**src/rtl/cycle_measure_ctrl.sv**
```systemverilog
// -----------------------------------------------------------------------------
// cycle_measure_ctrl
//
// Purpose:
//   CPU-facing controller for the free-running clock cycle counter. Software
//   writes START/STOP/LAP/CLEAR commands. The block drives the counter's
//   trigger input and records elapsed-cycle samples (counter_in - base,
//   modulo 2^32) in a small FIFO that software pops through a register.
//
// Register map (byte addresses):
//   0x00 CMD    (W) writedata[2:0]: 1=START 2=STOP 3=LAP 4=CLEAR; reads 0
//   0x04 STATUS (R) [1:0] state, [2] overflow, [3] fifo_full,
//                   [4] fifo_empty, [8+CNT_W-1:8] fifo_count,
//                   [31] max-lap feature present
//   0x08 DATA   (R) FIFO head, popped on read (0 and no pop when empty)
//   0x0C LAST   (R) most recent captured sample
//   0x10 MAX    (R) largest captured sample (0 when the feature is absent)
//
// Ports:
//   clk            system clock, rising edge
//   reset          synchronous active-high reset
//   write / read   single-cycle register strobes (independent)
//   address        byte address shared by reads and writes
//   writedata      write data
//   readdata       registered read data, held until the next read
//   readdata_valid one-cycle pulse after each read
//   trigger        to counter: 1 = count, 0 = idle, 2 = stopped
//   counter_in     current counter value
//
// Configuration:
//   CYCLE_MEASURE_MAXLAP_EN - when defined, builds the max-sample register
//   at 0x10 and sets STATUS[31].
// -----------------------------------------------------------------------------
module cycle_measure_ctrl #(
    parameter int FIFO_DEPTH = 8,
    parameter int CNT_W      = 4
) (
    input  logic        clk,
    input  logic        reset,
    input  logic        write,
    input  logic        read,
    input  logic [7:0]  address,
    input  logic [31:0] writedata,
    output logic [31:0] readdata,
    output logic        readdata_valid,
    output logic [31:0] trigger,
    input  logic [31:0] counter_in
);

    localparam int AW = (FIFO_DEPTH > 2) ? $clog2(FIFO_DEPTH) : 1;

    localparam logic [CNT_W-1:0] DEPTH_CNT = CNT_W'(FIFO_DEPTH);
    localparam logic [CNT_W-1:0] CNT_ZERO  = CNT_W'(0);
    localparam logic [CNT_W-1:0] CNT_ONE   = CNT_W'(1);
    localparam logic [AW-1:0]    PTR_ZERO  = AW'(0);
    localparam logic [AW-1:0]    PTR_ONE   = AW'(1);

    localparam logic [7:0] ADDR_CMD    = 8'h00;
    localparam logic [7:0] ADDR_STATUS = 8'h04;
    localparam logic [7:0] ADDR_DATA   = 8'h08;
    localparam logic [7:0] ADDR_LAST   = 8'h0C;
`ifdef CYCLE_MEASURE_MAXLAP_EN
    localparam logic [7:0] ADDR_MAX    = 8'h10;
    localparam logic       MAXLAP_FLAG = 1'b1;
`else
    localparam logic       MAXLAP_FLAG = 1'b0;
`endif

    localparam logic [2:0] CMD_START = 3'd1;
    localparam logic [2:0] CMD_STOP  = 3'd2;
    localparam logic [2:0] CMD_LAP   = 3'd3;
    localparam logic [2:0] CMD_CLEAR = 3'd4;

    localparam logic [31:0] TRIG_IDLE    = 32'd0;
    localparam logic [31:0] TRIG_COUNT   = 32'd1;
    localparam logic [31:0] TRIG_STOPPED = 32'd2;

    // Encoding matches the STATUS[1:0] field so it can be reported directly.
    typedef enum logic [1:0] {
        ST_IDLE     = 2'b00,
        ST_COUNTING = 2'b01,
        ST_STOPPED  = 2'b10
    } state_t;

    state_t         state_r;
    state_t         state_nxt_s;
    logic [31:0]    trigger_r;
    logic [31:0]    trigger_nxt_s;
    logic [31:0]    base_r;
    logic [31:0]    last_r;
    logic           overflow_r;
    logic [31:0]    mem_r [FIFO_DEPTH];
    logic [AW-1:0]  wr_ptr_r;
    logic [AW-1:0]  rd_ptr_r;
    logic [CNT_W-1:0] count_r;
    logic [31:0]    readdata_r;
    logic           readdata_valid_r;
`ifdef CYCLE_MEASURE_MAXLAP_EN
    logic [31:0]    max_r;
`endif

    logic           cmd_wr_s;
    logic [2:0]     cmd_code_s;
    logic           do_start_s;
    logic           do_stop_s;
    logic           do_lap_s;
    logic           do_clear_s;
    logic           capture_s;
    logic           fifo_empty_s;
    logic           fifo_full_s;
    logic           pop_s;
    logic           push_s;
    logic           drop_s;
    logic [31:0]    elapsed_s;
    logic [31:0]    status_s;
    logic [31:0]    rd_mux_s;
    logic           unused_wdata_s;

    // Only the low three bits carry the command code.
    assign unused_wdata_s = ^writedata[31:3];

    assign cmd_wr_s   = write && (address == ADDR_CMD);
    assign cmd_code_s = writedata[2:0];
    assign do_start_s = cmd_wr_s && (cmd_code_s == CMD_START);
    assign do_stop_s  = cmd_wr_s && (cmd_code_s == CMD_STOP);
    assign do_lap_s   = cmd_wr_s && (cmd_code_s == CMD_LAP);
    assign do_clear_s = cmd_wr_s && (cmd_code_s == CMD_CLEAR);

    // Unsigned 32-bit subtraction wraps, so samples stay correct when the
    // counter rolls over between START and the capture.
    assign elapsed_s  = counter_in - base_r;

    // LAP and STOP only record a sample while counting.
    assign capture_s    = (do_lap_s || do_stop_s) && (state_r == ST_COUNTING);
    assign fifo_empty_s = (count_r == CNT_ZERO);
    assign fifo_full_s  = (count_r == DEPTH_CNT);
    assign pop_s        = read && (address == ADDR_DATA) && !fifo_empty_s;
    // A pop in the same cycle frees the slot, so a full FIFO still accepts.
    assign push_s       = capture_s && (!fifo_full_s || pop_s);
    assign drop_s       = capture_s && fifo_full_s && !pop_s;

    // Next-state logic of the measurement FSM.
    always_comb begin
        state_nxt_s = state_r;
        if (do_start_s) begin
            state_nxt_s = ST_COUNTING;
        end else if (do_stop_s && (state_r == ST_COUNTING)) begin
            state_nxt_s = ST_STOPPED;
        end else begin
            state_nxt_s = state_r;
        end
    end

    // Trigger code decoded from the next state so the counter sees the new
    // value right after the command edge.
    always_comb begin
        trigger_nxt_s = TRIG_IDLE;
        case (state_nxt_s)
            ST_IDLE:     trigger_nxt_s = TRIG_IDLE;
            ST_COUNTING: trigger_nxt_s = TRIG_COUNT;
            ST_STOPPED:  trigger_nxt_s = TRIG_STOPPED;
            default:     trigger_nxt_s = TRIG_IDLE;
        endcase
    end

    // FSM state, trigger output and START base capture.
    always_ff @(posedge clk) begin
        if (reset) begin
            state_r   <= ST_IDLE;
            trigger_r <= TRIG_IDLE;
            base_r    <= 32'd0;
        end else begin
            state_r   <= state_nxt_s;
            trigger_r <= trigger_nxt_s;
            if (do_start_s) begin
                base_r <= counter_in;
            end
        end
    end

    // Sample FIFO storage, pointers, occupancy and sticky overflow flag.
    always_ff @(posedge clk) begin
        if (reset) begin
            for (int i = 0; i < FIFO_DEPTH; i++) begin
                mem_r[i] <= 32'd0;
            end
            wr_ptr_r   <= PTR_ZERO;
            rd_ptr_r   <= PTR_ZERO;
            count_r    <= CNT_ZERO;
            overflow_r <= 1'b0;
        end else if (do_clear_s) begin
            // A DATA read in this cycle still returns the old head via
            // rd_mux_s; the FIFO simply ends up empty.
            wr_ptr_r   <= PTR_ZERO;
            rd_ptr_r   <= PTR_ZERO;
            count_r    <= CNT_ZERO;
            overflow_r <= 1'b0;
        end else begin
            if (push_s) begin
                mem_r[wr_ptr_r] <= elapsed_s;
                wr_ptr_r        <= wr_ptr_r + PTR_ONE;
            end
            if (pop_s) begin
                rd_ptr_r <= rd_ptr_r + PTR_ONE;
            end
            case ({push_s, pop_s})
                2'b10:   count_r <= count_r + CNT_ONE;
                2'b01:   count_r <= count_r - CNT_ONE;
                default: count_r <= count_r;
            endcase
            if (drop_s) begin
                overflow_r <= 1'b1;
            end
        end
    end

    // Last captured sample, updated even when the push is dropped.
    always_ff @(posedge clk) begin
        if (reset) begin
            last_r <= 32'd0;
        end else if (capture_s) begin
            last_r <= elapsed_s;
        end
    end

`ifdef CYCLE_MEASURE_MAXLAP_EN
    // Largest captured sample, including captures dropped on a full FIFO.
    always_ff @(posedge clk) begin
        if (reset) begin
            max_r <= 32'd0;
        end else if (do_clear_s) begin
            max_r <= 32'd0;
        end else if (capture_s && (elapsed_s > max_r)) begin
            max_r <= elapsed_s;
        end
    end
`endif

    // STATUS word assembled from live state.
    always_comb begin
        status_s            = 32'd0;
        status_s[1:0]       = state_r;
        status_s[2]         = overflow_r;
        status_s[3]         = fifo_full_s;
        status_s[4]         = fifo_empty_s;
        status_s[8 +: CNT_W] = count_r;
        status_s[31]        = MAXLAP_FLAG;
    end

    // Read data multiplexer; CMD and unmapped addresses return zero.
    always_comb begin
        rd_mux_s = 32'd0;
        case (address)
            ADDR_STATUS: rd_mux_s = status_s;
            ADDR_DATA:   rd_mux_s = fifo_empty_s ? 32'd0 : mem_r[rd_ptr_r];
            ADDR_LAST:   rd_mux_s = last_r;
`ifdef CYCLE_MEASURE_MAXLAP_EN
            ADDR_MAX:    rd_mux_s = max_r;
`endif
            default:     rd_mux_s = 32'd0;
        endcase
    end

    // Registered read port: data held between reads, valid is a pulse.
    always_ff @(posedge clk) begin
        if (reset) begin
            readdata_r       <= 32'd0;
            readdata_valid_r <= 1'b0;
        end else if (read) begin
            readdata_r       <= rd_mux_s;
            readdata_valid_r <= 1'b1;
        end else begin
            readdata_valid_r <= 1'b0;
        end
    end

    assign readdata       = readdata_r;
    assign readdata_valid = readdata_valid_r;
    assign trigger        = trigger_r;

endmodule

```
**config.mk**
```make
export PLATFORM = sky130hd
export DESIGN_NAME = cycle_measure_ctrl
export DESIGN_NICKNAME = d
export VERILOG_FILES = /design/src/rtl/cycle_measure_ctrl.sv
export SDC_FILE = /design/constraint.sdc
export NUM_CORES = 1
export LEC_CHECK = 0
export CAP_MARGIN = 30
export CORE_AREA = 2 2 229 231
export CTS_CLUSTER_DIAMETER = 30
export CTS_CLUSTER_SIZE = 16
export DETAILED_ROUTE_END_ITERATION = 12
export DIE_AREA = 0 0 231 233
export GPL_ROUTABILITY_DRIVEN = 1
export SLEW_MARGIN = 20
export SYNTH_ARGS = -nofsm -noshare
export SYNTH_HDL_FRONTEND = slang
export SYNTH_SLANG_ARGS = --single-unit
```
**constraint.sdc**
```tcl
create_clock -name clk -period 5.25 [get_ports clk]
set_input_delay 1.05 -clock clk [delete_from_list [all_inputs] [get_ports clk]]
set_output_delay 1.05 -clock clk [all_outputs]
set_load 0.03 [all_outputs]
```
==> results_dict.tcl, run 1 <==
set metrics [dict create \
    grt_max_degree 62 \
    post_cts_buffers 0 \
    ant_nets 0 \
    drive_above_1_share 0.1580 \
    fmax_mhz 247.1 \
    criticalPathCategory "input pin to register" \
    worst_pin_slew_ns 0.9039 \
    num_vias 12960 \
    drcViolationCount 0 \
    yosys.area.top_type "edfxtp_1" \
    synth_xor_area_frac 0.009877 \
    worstPathMaxFanout 9 \
    max_slew_margin 0.3931 \
    dpl.hpwl_um 31160 \
    tritoncts "built" \
    grt_overflow_total 0 \
    ys_seq_elements 371 \
    die_width_um 231 \
    io_buffer_count 81 \
    place.gp.congestion 0.8506 \
    syn_area_per_cell_um2 11.10 \
    crit_required_ns 5.56 \
    place_ws_ns 0.6915 \
    grt_pass1_vias 12890 \
    core_area_um2 51090 \
    vias_per_cell 5.273 \
    postCtsHoldBufs 0 \
    ys_seq_area_frac 0.5632 \
    grt_pass1_wl_um 77180 \
    period_minus_slack_ns 4.046 \
    arrival_ns 4.36 \
    cts_root_buffer "clkbuf_16" \
    slew_violations 0 \
    yosys.area.top_type_share 0.4334 \
    die_h_um 233 \
    wl_um 50560 \
    cpPeakStageDelay_ns 0.70 \
    ys_types 66 \
    numClockSinks 371 \
    power_leakage_nw 7.716 \
    synth_top_family_by_area "simple AND/OR/NAND/NOR gates" \
    synthTopCellsByArea "edfxtp_1 (43%), dfxtp_1 (13%), mux4_2 (8.1%)" \
    crit_chain "clkdlybuf4s50_1, inv_1, ha_1, fa_1, nor2b_1, o31ai_2, a2111oi_2, o31ai_2, a31oi_1, xnor2_1, nor2_1" \
    stdcell_area_um2 22120 \
    fp-row-count 83 \
    finalSetupTns_ns 0 \
    cts_resized 0 \
    critPathBufInv 2 \
    ys_warn_count 0 \
    antenna_found_initial 0 \
    async_flop_share 0 \
    cts_buffer_depth 3 \
    clk_latency_ns 0.61 \
    clkSlewWorstSetupHoldPaths_ns 0.04 \
    drtPass1Iterations 6 \
    dpl-instance-area_um2 19240 \
    crit_path_frequent_cell "o31ai_2" \
    finalSetupViolCount 0 \
    synth_edf_count 256 \
    muxShareOfSynthArea 0.1079 \
    synthFlopType "edfxtp_1" \
    antenna_cells 0 \
    fill_cells 4786 \
    status "finished clean" \
    yosys.area_share.adder 0.02695 \
    initial_core_util 0.3471 \
    htreeDepth 3 \
    die-area_um2 53820 \
    cp-end-kind "register" \
    path_delay_family "compound AO/OA/AOI/OAI gates" \
    rsz0062_at_grt "no" \
    synth-compound-area-share 0.1031 \
    cp-start-kind "input pin" \
    wire_per_inst_um 20.57 \
    fin_ws_ns 1.204 \
    layout_commonest_cell "nor2_1" \
    hp-class "register to register" \
    fin_nets 1820 \
    syn_area_um2 17740 \
    numCtsBuffers 84 \
    syn2layout_area_growth_pct 24.73 \
    layout_common_cells "nor2_1 (315), edfxtp_1 (256), nand2_1 (135), a21oi_1 (122), dfxtp_1 (112)" \
    drtIter0Drc 1163 \
    drv_cap 0 \
    vdd.ir_drop.worst_v 0.0002820 \
    crit_slowest_cell "a2111oi_2" \
    post-route-period-util 0.7707 \
    pin_count 141 \
    hold_viol 0 \
    powerDensity_nw_per_um2 408.5 \
    grt_usage 0.1896 \
    yosys.area_share.simple 0.1418 \
    clock-skew-final_ns 0.02229 \
    synthCells 1598 \
]
cells by family after synthesis:
logic type	Yosys count
buffers and inverters	185
adder cells (fa/ha/maj)	37
multiplexers	111
other	1
flip-flops	371
XOR/XNOR	20
AND/OR/NAND/NOR	588
AO/OA/AOI/OAI	285
state kept, by name, indices dropped and copies added, names as in the netlist, named ones only:
register	flops
mem_r	256
base_r	32
last_r	32
readdata	32
count_r	4
rd_ptr_r	3
wr_ptr_r	3
state_r	2
trigger	2
overflow_r	1
readdata_valid	1
layout make-up:
type,instances,area [um^2],share of cell area
well taps,680,850.8,0.03846
clock buffers,98,2226,0.1006
multi-input cells,1071,7042,0.3183
repair buffers,130,1184,0.05350
inverters,49,183.9,0.008314
clock inverters,59,640.6,0.02896
flip-flops and latches,371,9996,0.4518
per-layer routing:
layer  global-route usage  wire length (um)  vias up
met5                    0                 0        -
li1                     -                 -     5977
met1               0.2502             21650     6422
met3              0.03566              3541       82
met4              0.06270              1058        0
met2               0.3137             24310      481
per-stage QoR:
step | util | cells | hold slack [ns] | power [mW]
2_1_floorplan | - | 1627 | 0.4360 | 3.632
5_1_grt | 0.4330 | 2458 | 0.4696 | 9.286
4_1_cts | 0.4327 | 2456 | 0.4518 | 9.090
3_3_place_gp | 0.3764 | 2298 | 0.4419 | 3.817
3_5_place_dp | 0.3766 | 2299 | 0.4465 | 3.830
6_report | 0.4330 | 2458 | 0.4511 | 9.038
cells in the mapped netlist (3+ instances only):
master,instances
mux2i_1,45
ha_1,35
nor3_1,49
nor2b_1,8
a31o_2,4
o22ai_1,6
o221ai_1,8
xor2_1,8
o211ai_1,3
mux4_2,64
nand3b_1,4
clkbuf_1,78
nand2_1,135
a21oi_1,122
inv_1,49
o21ai_0,39
or2_2,4
o21ai_1,3
buf_1,9
xnor2_1,12
a31oi_1,8
edfxtp_1,256
nand4_1,10
nand3_1,18
a211oi_1,36
nand2b_1,4
and2_1,8
o21a_1,13
buf_4,30
a21o_1,14
nor2_1,316
dfxtp_1,115
and3_1,11
or3_1,8
buf_2,19
final timing paths:
path                  from           end  slack (ns)  depth (start not counted)
max reg2reg      base_r[0]  mem_r[1][26]        1.90                          9
min reg2reg     base_r[20]    base_r[20]        0.45                          2
max          counter_in[0]  mem_r[1][26]        1.20                         11
min             base_r[20]    base_r[20]        0.45                          2
report_power, final:
part | internal, mW | switching (mW) | leakage [nW]
Sequential | 3.22 | 0.0271 | 3.47
Clock | 3.57 | 1.69 | 1.38
Combinational | 0.174 | 0.363 | 2.87
Total | 6.96 | 2.08 | 7.72
worst register-to-register path, cell delays in order (launching register included):
cell	delay (ns)
dfxtp_1	0.30
ha_1	0.21
fa_1	0.40
nor2b_1	0.26
o31ai_2	0.15
a2111oi_2	0.70
o31ai_2	0.26
a31oi_1	0.27
xnor2_1	0.41
nor2_1	0.11
(Power assumes the default switching activity.)
==> run 2, diff against run 1 <==
==> constraint.sdc (replaced) <==
create_clock -name clk -period 4.2 [get_ports clk]
set_input_delay 0.84 -clock clk [delete_from_list [all_inputs] [get_ports clk]]
set_output_delay 0.84 -clock clk [all_outputs]
set_load 0.03 [all_outputs]
==> run 2 against run 1 <==
  * Sequential share of layout area fell by 0.69 points
  * First-iteration DRC count fell by 4.4%
  * Largest power group unchanged
  * Combinational power rose by 30%
  * Via count rose by 1.2%
  * Hold slack barely moved
==> results_dict.tcl, run 2 (synthesis gave the netlist of run 1 again) <==
set metrics [dict create \
    antenna_found_initial 0 \
    layout_common_cells "nor2_1 (315), edfxtp_1 (256), nand2_1 (135), a21oi_1 (122), dfxtp_1 (112)" \
    vias_per_cell 5.285 \
    crit_required_ns 4.53 \
    dp.cells 2330 \
    holdCritStartpoint "base_r[27]" \
    core_area_um2 51090 \
    place_ws_ns 0.07610 \
    hold_viol 0 \
    total_power_mw 11.36 \
    finish.utilization 0.4397 \
    initial_core_util 0.3471 \
    rr_endpoint "mem_r[2][26]" \
    die-area_um2 53820 \
    criticalPathCategory "input pin to register" \
    postCtsHoldBufs 0 \
    drv_cap 0 \
    period_minus_slack_ns 3.570 \
    post-route-period-util 0.8499 \
    hold_path_depth 2 \
    rsz0062_at_grt "no" \
    tritoncts "built" \
    dpl-instance-area_um2 19560 \
    grt_pass1_vias 13040 \
    fin_nets 1847 \
    max_slew_margin 0.3859 \
    cts_buffer_depth 3 \
    worstPathMaxFanout 9 \
    hp-class "register to register" \
    clk_latency_ns 0.61 \
    clkSlewWorstSetupHoldPaths_ns 0.05 \
    r2r_start "base_r[2]" \
    numCtsBuffers 82 \
    ant_nets 0 \
    finalSetupViolCount 0 \
    grt_overflow_total 0 \
    num_vias 13120 \
    cts_root_buffer "clkbuf_16" \
    worstRegToRegCells 9 \
    final_cells 2483 \
    grt_usage 0.1899 \
    pin_count 141 \
    syn2layout_area_growth_pct 26.67 \
    drtIter0Drc 1112 \
    fmax_mhz 280.2 \
    antenna_cells 0 \
    drtPass1Iterations 7 \
    layout_commonest_cell "nor2_1" \
    wl_um 50330 \
    post_cts_buffers 0 \
    grt_pass1_wl_um 76980 \
    hold_slack_ns 0.4512 \
    cts_resized 0 \
    crit_path_start "counter_in[0]" \
    slew_violations 0 \
    die_width_um 231 \
    status "finished clean" \
    cp-start-kind "input pin" \
    drcViolationCount 0 \
    htreeDepth 3 \
    place.gp.congestion 0.8478 \
    top_register "mem_r" \
    numClockSinks 371 \
    io_buffer_count 81 \
    powerDensity_nw_per_um2 505.9 \
    regToRegSetupSlack_ns 1.02 \
    drive_above_1_share 0.1764 \
    fp-row-count 83 \
    worst_pin_slew_ns 0.9180 \
    grt_max_degree 68 \
    die_h_um 233 \
    largest_reg_flops 256 \
    stdcell_area_um2 22470 \
    power_leakage_nw 7.905 \
    clock-skew-final_ns 0.02714 \
    cp-end-kind "register" \
    holdPathEnd "base_r[27]" \
    dpl.hpwl_um 32150 \
    fin_ws_ns 0.6305 \
    arrival_ns 3.90 \
    finalSetupTns_ns 0 \
    vdd.ir_drop.worst_v 0.0003572 \
    wire_per_inst_um 20.27 \
]
## run 2: changes by cell type in the layout (fill, tap and decap cells not counted), moves of 2 or more
cell,delta
buf_4,+23
clkinv_8,+4
buf_12,+7
clkinv_1,-9
inv_4,+2
clkbuf_1,-3
clkbuf_16,+2
clkbuf_8,+3
bufinv_16,-2
## run 2: area by class of cell
cell class	count	area, um^2
fillers	4730	28630
flip-flops and latches	371	9996
multi-input cells	1071	7037
clock buffers	100	2306
repair buffers	159	1489
well taps	680	850.8
clock inverters	53	603.1
inverters	49	183.9
## run 2: critical path: stages
cell,delay (ns)
clkdlybuf4s50_1,0.43
inv_1,0.07
ha_1,0.18
fa_1,0.22
nor2b_1,0.09
o31ai_2,0.36
a2111oi_2,0.17
o31ai_2,0.59
a31oi_1,0.21
xnor2_1,0.65
nor2_1,0.08
## run 2: power by group
group | internal (mW) | switching [mW] | leakage (nW)
clock network | 4.47 | 2.13 | 1.40
logic | 0.240 | 0.460 | 3.03
registers | 4.02 | 0.0331 | 3.47
total | 8.74 | 2.63 | 7.90
## run 2: metal layers
metal	wire (um)	part of all wire	track usage	vias up
met1	21620	0.43	0.2512	6484
met2	23750	0.47	0.3121	501
met3	3660	0.073	0.03664	96
met4	1299	0.026	0.06452	0
li1	-	-	-	6041
met5	0	0	0	-
## run 2: how the worst max path moves through the flow
stage,endpoint,slack [ns],depth (start not counted)
CTS,mem_r[2][26],0.69,11
global route,mem_r[7][26],0.35,11
detailed placement,mem_r[0][26],0.08,11
floorplan,mem_r[4][0],0.60,8
finish,mem_r[2][26],0.63,11
global placement,mem_r[2][30],0.17,11
